### src/rtl/mc_pkg.sv
// Shared definitions for the multicycle controller: state encodings, opcodes, ALU selects.
// MC_BNE_EN (see multicycle_ctrl) only changes how OP_BNE decodes.
package mc_pkg;

    typedef enum logic [3:0] {
        S_FETCH    = 4'd0,
        S_DECODE   = 4'd1,
        S_MEM_ADDR = 4'd2,
        S_MEM_RD   = 4'd3,
        S_MEM_WB   = 4'd4,
        S_MEM_WR   = 4'd5,
        S_EXEC_R   = 4'd6,
        S_R_WB     = 4'd7,
        S_ADDI_EX  = 4'd8,
        S_ADDI_WB  = 4'd9,
        S_BRANCH   = 4'd10,
        S_JUMP     = 4'd11,
        S_ILLEGAL  = 4'd12,
        S_HALT     = 4'd13
    } mc_state_e;

    localparam logic [5:0] OP_RTYPE = 6'b000000;
    localparam logic [5:0] OP_LW    = 6'b100011;
    localparam logic [5:0] OP_SW    = 6'b101011;
    localparam logic [5:0] OP_ADDI  = 6'b001000;
    localparam logic [5:0] OP_BEQ   = 6'b000100;
    localparam logic [5:0] OP_BNE   = 6'b000101;
    localparam logic [5:0] OP_J     = 6'b000010;

    localparam logic [1:0] ALU_ADD   = 2'b00;
    localparam logic [1:0] ALU_SUB   = 2'b01;
    localparam logic [1:0] ALU_FUNCT = 2'b10;

    localparam logic [1:0] SRCB_REG     = 2'b00;
    localparam logic [1:0] SRCB_FOUR    = 2'b01;
    localparam logic [1:0] SRCB_IMM     = 2'b10;
    localparam logic [1:0] SRCB_IMM_SH2 = 2'b11;

    // States in which the controller stalls on mem_ready
    function automatic logic is_mem_wait(input mc_state_e s);
        return (s == S_FETCH) || (s == S_MEM_RD) || (s == S_MEM_WR);
    endfunction

endpackage

### src/rtl/mem_watchdog.sv
// Counts consecutive stalled cycles in a memory-wait state; expired fires on the
// TIMEOUT_CYCLES-th stalled cycle so the controller can bail out that same cycle.
module mem_watchdog #(
    parameter int unsigned TIMEOUT_CYCLES = 16
) (
    input  logic clk,
    input  logic rst_n,
    input  logic clear,
    input  logic waiting,
    output logic expired
);

    localparam int unsigned CW = (TIMEOUT_CYCLES > 1) ? $clog2(TIMEOUT_CYCLES) : 1;
    localparam logic [CW-1:0] LAST = CW'(TIMEOUT_CYCLES - 1);

    logic [CW-1:0] r_count;

    assign expired = waiting && (r_count == LAST);

    always_ff @(posedge clk or negedge rst_n) begin
        if (!rst_n) begin
            r_count <= '0;
        end else if (clear) begin
            r_count <= '0;
        end else if (waiting && !expired) begin
            r_count <= r_count + 1'b1;
        end
    end

endmodule

### src/rtl/multicycle_ctrl.sv
// Multicycle MIPS-style control FSM with memory-timeout watchdog.
// Define MC_BNE_EN to decode opcode 000101 as bne; otherwise it traps as illegal.
module multicycle_ctrl
    import mc_pkg::*;
#(
    parameter int unsigned TIMEOUT_CYCLES = 16
) (
    input  logic       clk,
    input  logic       rst_n,
    input  logic [5:0] opcode,
    input  logic       zero,
    input  logic       mem_ready,
    output logic       mem_req,
    output logic       mem_we,
    output logic       iord,
    output logic       ir_write,
    output logic       pc_write,
    output logic       branch,
    output logic       bne,
    output logic       jump,
    output logic       reg_write,
    output logic       reg_dst,
    output logic       mem_to_reg,
    output logic       alu_src_a,
    output logic [1:0] alu_src_b,
    output logic [1:0] alu_op,
    output logic       illegal,
    output logic       fault,
    output logic [3:0] state
);

`ifdef MC_BNE_EN
    localparam bit BNE_EN = 1'b1;
`else
    localparam bit BNE_EN = 1'b0;
`endif

    mc_state_e r_state;
    mc_state_e w_next;
    logic      r_fault;
    logic      w_waiting;
    logic      w_expired;
    logic      w_clear;
    logic      w_bne;

    assign w_waiting = is_mem_wait(r_state) && !mem_ready;
    // Any state change counts as a fresh entry, so the count always starts at zero
    assign w_clear   = mem_ready || (w_next != r_state);
    assign w_bne     = BNE_EN && (opcode == OP_BNE);

    mem_watchdog #(
        .TIMEOUT_CYCLES(TIMEOUT_CYCLES)
    ) u_watchdog (
        .clk    (clk),
        .rst_n  (rst_n),
        .clear  (w_clear),
        .waiting(w_waiting),
        .expired(w_expired)
    );

    always_ff @(posedge clk or negedge rst_n) begin
        if (!rst_n) begin
            r_state <= S_FETCH;
            r_fault <= 1'b0;
        end else begin
            r_state <= w_next;
            if (w_expired) begin
                r_fault <= 1'b1;
            end
        end
    end

    assign fault = r_fault;
    assign state = r_state;

    always_comb begin
        w_next     = r_state;
        mem_req    = 1'b0;
        mem_we     = 1'b0;
        iord       = 1'b0;
        ir_write   = 1'b0;
        pc_write   = 1'b0;
        branch     = 1'b0;
        bne        = 1'b0;
        jump       = 1'b0;
        reg_write  = 1'b0;
        reg_dst    = 1'b0;
        mem_to_reg = 1'b0;
        alu_src_a  = 1'b0;
        alu_src_b  = SRCB_REG;
        alu_op     = ALU_ADD;
        illegal    = 1'b0;

        case (r_state)
            S_FETCH: begin
                mem_req   = 1'b1;
                alu_src_b = SRCB_FOUR;
                if (mem_ready) begin
                    ir_write = 1'b1;
                    pc_write = 1'b1;
                    w_next   = S_DECODE;
                end
            end
            S_DECODE: begin
                alu_src_b = SRCB_IMM_SH2;
                case (opcode)
                    OP_RTYPE:     w_next = S_EXEC_R;
                    OP_LW, OP_SW: w_next = S_MEM_ADDR;
                    OP_ADDI:      w_next = S_ADDI_EX;
                    OP_BEQ:       w_next = S_BRANCH;
                    OP_J:         w_next = S_JUMP;
                    OP_BNE:       w_next = BNE_EN ? S_BRANCH : S_ILLEGAL;
                    default:      w_next = S_ILLEGAL;
                endcase
            end
            S_MEM_ADDR: begin
                alu_src_a = 1'b1;
                alu_src_b = SRCB_IMM;
                w_next    = (opcode == OP_SW) ? S_MEM_WR : S_MEM_RD;
            end
            S_MEM_RD: begin
                mem_req = 1'b1;
                iord    = 1'b1;
                if (mem_ready) begin
                    w_next = S_MEM_WB;
                end
            end
            S_MEM_WB: begin
                reg_write  = 1'b1;
                mem_to_reg = 1'b1;
                w_next     = S_FETCH;
            end
            S_MEM_WR: begin
                mem_req = 1'b1;
                mem_we  = 1'b1;
                iord    = 1'b1;
                if (mem_ready) begin
                    w_next = S_FETCH;
                end
            end
            S_EXEC_R: begin
                alu_src_a = 1'b1;
                alu_op    = ALU_FUNCT;
                w_next    = S_R_WB;
            end
            S_R_WB: begin
                reg_write = 1'b1;
                reg_dst   = 1'b1;
                w_next    = S_FETCH;
            end
            S_ADDI_EX: begin
                alu_src_a = 1'b1;
                alu_src_b = SRCB_IMM;
                w_next    = S_ADDI_WB;
            end
            S_ADDI_WB: begin
                reg_write = 1'b1;
                w_next    = S_FETCH;
            end
            S_BRANCH: begin
                alu_src_a = 1'b1;
                alu_op    = ALU_SUB;
                branch    = 1'b1;
                bne       = w_bne;
                pc_write  = zero ^ w_bne;
                w_next    = S_FETCH;
            end
            S_JUMP: begin
                jump     = 1'b1;
                pc_write = 1'b1;
                w_next   = S_FETCH;
            end
            S_ILLEGAL: begin
                illegal = 1'b1;
                w_next  = S_FETCH;
            end
            S_HALT: begin
                w_next = S_HALT;
            end
            default: begin
                w_next = S_FETCH;
            end
        endcase

        // Timeout abandons the stalled access: drop the request before heading to HALT
        if (w_expired) begin
            mem_req = 1'b0;
            mem_we  = 1'b0;
            iord    = 1'b0;
            w_next  = S_HALT;
        end
    end

endmodule
### config.mk
export PLATFORM = sky130hd
export DESIGN_NAME = multicycle_ctrl
export DESIGN_NICKNAME = d
export VERILOG_FILES = /design/src/rtl/mc_pkg.sv /design/src/rtl/mem_watchdog.sv /design/src/rtl/multicycle_ctrl.sv
export SDC_FILE = /design/constraint.sdc
export NUM_CORES = 1
export LEC_CHECK = 0
export CORE_MARGIN = 2
export CORE_UTILIZATION = 40
export CTS_CLUSTER_DIAMETER = 30
export CTS_CLUSTER_SIZE = 30
export DETAILED_ROUTE_END_ITERATION = 12
export PLACE_DENSITY = 0.81
export RECOVER_POWER = 50
export SLEW_MARGIN = 10
export SYNTH_ARGS = -nofsm -noshare
export SYNTH_HDL_FRONTEND = slang
export SYNTH_SLANG_ARGS = --single-unit
export TNS_END_PERCENT = 50
### constraint.sdc
create_clock -name clk -period 2.06 [get_ports clk]
set_clock_uncertainty 0.15 [all_clocks]
set_input_delay 0.206 -clock clk [delete_from_list [all_inputs] [get_ports clk]]
set_output_delay 0.206 -clock clk [all_outputs]
set_load 0.01 [all_outputs]
==> results.txt <==
Non-Filler Instances: 205
post-route ant nets: 0
Die Wd: 53.3 um
core area: 0.00225 mm2
max-cap viol count: 0
fraction of layout cells with a size suffix above 1: 32.8%
Commonest cells post-synth: nor2_1, nor3_1, dfrtp_1, a211oi_1, nand2_1
Top FF cell, synth: dfrtp_1
Yosys reg bits: 9
Hold Fails Final Rpt: 0
pwr/cell area: 1170 mW/mm2
diode count: 0
fillers: 187
slowest library cell on the worst path: dfrtp_2
Yosys top cell area share: 23.2%
largest net degree at the start of global routing: 12
I/O Buffers: 30
die area: 0.00284 mm2
fmax: 496 MHz
sum of negative setup slack: 0 ps
status: completed
Placed Cells incl. Taps: 196
Hold Slack: 164 ps
worst-path fanout max: 7
Area contributors post-synth: dfrtp_1, a211oi_1, nor2_1
Worst-Skew Late Latency: 260 ps
fin crit share: 97.8%
hold_buf cts: 0
Final #Nets: 189
area leader, netlist: dfrtp_1
worst vdd ir: 0.000831 V
CP required: 2090 ps
Initial Util: 43.1%
total CTS buffers: 3
mapped cell area: 971 um2
H-tree depth: 1
CP endpoint kind: flop
Worst Setup Slack, final: 45.8 ps
most frequent cell after synthesis: nor2_1
Iteration-0 DRC Markers: 55
Vias: 1229
synth warn: 0
Rows: 17
Worst Hold Class: in2async
Final Wtd Congestion: 0.817
wire per inst: 15.8 um
worst slack, placed: -73.5 ps
Top cell by count, worst path: buf_4
FFs w/ async S/R, synth: 100%
routed wire length: 3240 um
GRT overflow: 0
initial antenna violation count: 0
post-synth net total: 138
Syn Inst Count: 127
register area share after synthesis: 23.2%
crit path cell chain: buf_6, buf_4, xor2_2, nor4_1, a2111oi_2, nand3b_1, buf_4, a211oi_2
Leakage: 0.660 nW
DRC: 0
Layout area overhead: 59.9%
vias in the first global route: 1085
CP startpoint kind: flop
unrepaired setup endpoints after global routing: true
CP max stage delay: 450 ps
placed wire-length estimate: 2340 um
Period minus WS final: 2010 ps
Via-to-Cell Ratio: 6.00
synthesized area per cell: 7.65 um2
die height: 53.3 um
root buf cell: clkbuf_4
Worst EP arrival: 2050 ps
first-pass GRT wire length: 4840 um
1st-pass router iterations: 4
number of synthesized flops with an enable pin: 0
Crit Path Class: reg2reg
Final setup viols: 0
CTS tree: yes
Synth cell types: 43
gr usage total: 23.5%
CTS max path bufs: 2
Finished Core Util: 68.9%
Clk pin slew, worst setup/hold paths: 60 ps
clock sink count: 9
Slew Viols, Final: 0
number of top-level pins: 32
## sequential cells by signal, indices dropped and copies added (netlist names)
| name | cells |
|---|---|
| u_watchdog.r_count | 4 |
| state | 4 |
| fault | 1 |
## logic make-up (layout without fill, tap and decap cells)
group / count (synthesis) / after routing / synth area share (%)
simple gates: 58 / 58 / 30.9
fa+ha+maj: 1 / 1 / 1.29
buf+inv: 14 / 64 / 8.25
mux: 3 / 3 / 3.09
compound gates: 35 / 35 / 25.9
flops: 9 / 9 / 23.2
other cells: 1 / 1 / 0.386
xor+xnor: 6 / 6 / 6.96
## final cells by class
class                           instances  area, um2  share of cell area [%]
Inverter                                4       18.8                    1.21
Clock buffer                            4       26.3                    1.69
Sequential cell                         9        228                    14.7
Tap cell                               28       35.0                    2.26
Multi-Input combinational cell        104        757                    48.8
Timing Repair Buffer                   56        488                    31.4
## where the power goes
group	switching [W]	total (W)	internal [W]	leakage (nW)
logic	0.000748	0.00142	0.000673	0.527
registers	0.0000453	0.000258	0.000212	0.118
clock network	0.0000603	0.000135	0.0000746	0.0150
total	0.000854	0.00181	0.000960	0.660
## timing repair
action	4_1_cts	5_1_grt
gates resized for setup	22	24
pin swaps	1	8
endpoints found under the setup margin	12	12
buffers inserted	3	2
## placed cells by master, fill, tap and decap left out, drive strengths merged, types with 2 or more instances in the layout
master          n
a211oi          8
a21o            2
a21oi           3
a31o            2
a31oi           2
and3            3
buf            26
clkbuf          7
clkdlybuf4s50  13
dfrtp           9
dlygate4sd2     7
dlygate4sd3     4
inv             3
mux2i           3
nand2           8
nand2b          3
nand3           5
nand4           2
nor2           15
nor3           10
nor3b           2
nor4            3
o211ai          4
o21ai           8
xnor2           3
xor2            3
## worst max-delay path, delay by kind of cell (launching register included)
kind | cells | cell delay (ps)
flops | 1 | 450
compound gates | 2 | 490
buf+inv | 3 | 470
xor+xnor | 1 | 170
simple gates | 2 | 200
## final timing paths
kind	start	end	slack, ps	cells past startpoint
worst max-delay path	state[0]	u_watchdog.r_count[3]	50	8
worst max register to register	state[0]	u_watchdog.r_count[3]	50	8
worst min register to register	fault	fault	320	1
worst min-delay path	rst_n	u_watchdog.r_count[2]	160	1
max in group asynchronous	rst_n	state[1]	1260	1
min in group clk	fault	fault	320	1
## metal layers
metal / global-route usage (%) / vias up / share of wire [%]
met1: 26.7 / 591 / 42
li1: - / 571 / -
met5: 0 / - / 0
met3: 7.63 / 6 / 7.0
met2: 40.7 / 61 / 50
met4: 7.69 / 0 / 1.1
## per-stage QoR
stage	instance area (um2)	total power, W
after global placement	1400	0.00145
final	1550	0.00181
after CTS	1480	0.00166
after global routing	1550	0.00193
after floorplan	971	0.000937
after detailed placement	1400	0.00147
No activity file was read; power rests on OpenSTA's default activity.
==> RTL edit, RTL diff (same flow settings) <==
`TIMEOUT_CYCLES` is set to 16 in 2 places; all go to 64.
--- a/src/rtl/mem_watchdog.sv
+++ b/src/rtl/mem_watchdog.sv
@@ -3,3 +3,3 @@
 module mem_watchdog #(
-    parameter int unsigned TIMEOUT_CYCLES = 16
+    parameter int unsigned TIMEOUT_CYCLES = 64
 ) (
--- a/src/rtl/multicycle_ctrl.sv
+++ b/src/rtl/multicycle_ctrl.sv
@@ -5,3 +5,3 @@
 #(
-    parameter int unsigned TIMEOUT_CYCLES = 16
+    parameter int unsigned TIMEOUT_CYCLES = 64
 ) (
Formal check against the unedited RTL: same outputs for any inputs over 10 cycles, from zero or initial values and one cycle with rst_n low; that may be too few to reach the edited logic, so the function may still have changed.
==> RTL edit against the unedited design <==
The flow now finishes with violations (negative setup slack). Utilization shrank 3.2 points. Hold slack better by 23 ps. Sequential power up 16%. Final area is 5.8% higher. Global-route usage down 3.6 points. Critical path depth down 4. Sequential cell count grew 2. Maximum frequency decreased by 3.0%. Die area rose by 8.1%. Setup slack worse by 61 ps. Area after synthesis grew 8.8%. Total power fell by 5.0%. Routed wire length shrank 1.6%. Critical path type is now reg2out.
==> RTL edit: results (changes against the unedited design) <==
- Synth top cells by count: nor2_1 (16), dfrtp_1 (11), nand2_1 (11)
- Buffers excl. clock: 61 (+8.9%)
- Sw frac: 0.458 (-0.0131)
- Clock network share of area: 0.0168 (-0.000166)
- WP data arrival: 1720 ps (-330 ps)
- Layout cell share with drive strength beyond 1: 0.342 (+0.0144)
- Metal2 WL: 1720 µm (+6.1%)
- RePlAce Congestion: 0.795 (-2.7%)
- Status: complete, but fails checks
- VDD IR max: 754 µV (-9.2%)
- Worst path max stage delay: 580 ps (+130 ps)
- Setup Buffers After CTS: 5 (+2)
- Non-clock inverter count: 5 (+1)
- Largest net degree at the start of global routing: 16 (+4)
- Met3 wire len: 86 µm (-62%)
- Sequential area share after synthesis: 0.261 (+0.0287)
- Crit path max fanout: 6 (-1)
- Inst Count DP: 209 (+6.6%)
- Final std cells w/o fill: 220 (+7.3%)
- CLK BUF: 3 (-1)
- Vias per cell: 5.46 (-8.9%)
- Total track usage: 0.199 (-0.0358)
- Met1 global-route usage: 0.235 (-0.0326)
- Vias in the first global route: 1197 (+10%)
- Area of the multi-input gates: 749 µm² (-0.99%)
- Sequential share of power: 0.174 (+0.032)
- Tap Cells: 30 (+7.1%)
- Placed Area: 1510 µm² (+8.1%)
- Failing checks: negative setup slack
- Final setup fails: 1 (+1)
- WHS: 187 ps (+22.7 ps)
- GRT met2 Usage: 0.371 (-0.0367)
- Nets@finish: 202 (+6.9%)
- Signal buffers share of area: 0.322 (+0.00790)
- CP top delay family: buffers and inverters
- Syn avg cell area: 7.88 µm² (+3.1%)
- Crit-path slowest cell: clkdlybuf4s50_1
- DP HPWL: 2330 µm (-0.35%)
- Global-route wire length before repair: 5130 µm (+5.8%)
- Fillers: 206 (+10%)
- Sequential cell count: 11 (+2)
- Top cells by area, synth: dfrtp_1 (26%), nor3_2 (6.6%), nor2_1 (5.7%)
- Clock group share of total power: 0.086 (+0.012)
- Fin Setup TNS: -15.7 ps (-15.7 ps)
- Combinational cell power: 1270 µW (-11%)
- Wl on met1: 1340 µm (-0.44%)
- Leak: 0.000750 µW (+14%)
- M3 GR Usage: 0.0304 (-0.0458)
- Final setup margin: -15.7 ps (-61.5 ps)
RTL edit: cell count changes after synthesis, moves of 3 or more:
| cell | delta |
|---|---|
| a21oi_1 | +5 |
| nand3_1 | +3 |
| a211oi_1 | -7 |
| nand2_1 | +3 |
| nor3_2 | +7 |
RTL edit: kinds of logic after synthesis:
family                   Yosys count  share of synthesized area
AND/OR/NAND/NOR                   69                      0.367
AO/OA/AOI/OAI                     29                      0.200
buffers and inverters             14                     0.0794
flip-flops                        11                      0.261
XOR/XNOR                           7                     0.0581
multiplexers                       2                     0.0190
adder cells (fa/ha/maj)            1                     0.0118
other                              1                    0.00355
RTL edit: worst paths after layout:
check | startpoint | end | slack, ps | cells after the start
setup / recovery | state[2] | reg_dst | -20 | 4
hold / removal | rst_n | u_watchdog.r_count[1] | 190 | 1
setup reg to reg | state[0] | u_watchdog.r_count[0] | 90 | 8
hold reg to reg | fault | fault | 340 | 1
max in group asynchronous | rst_n | state[3] | 1210 | 1
min in group clk | fault | fault | 340 | 1
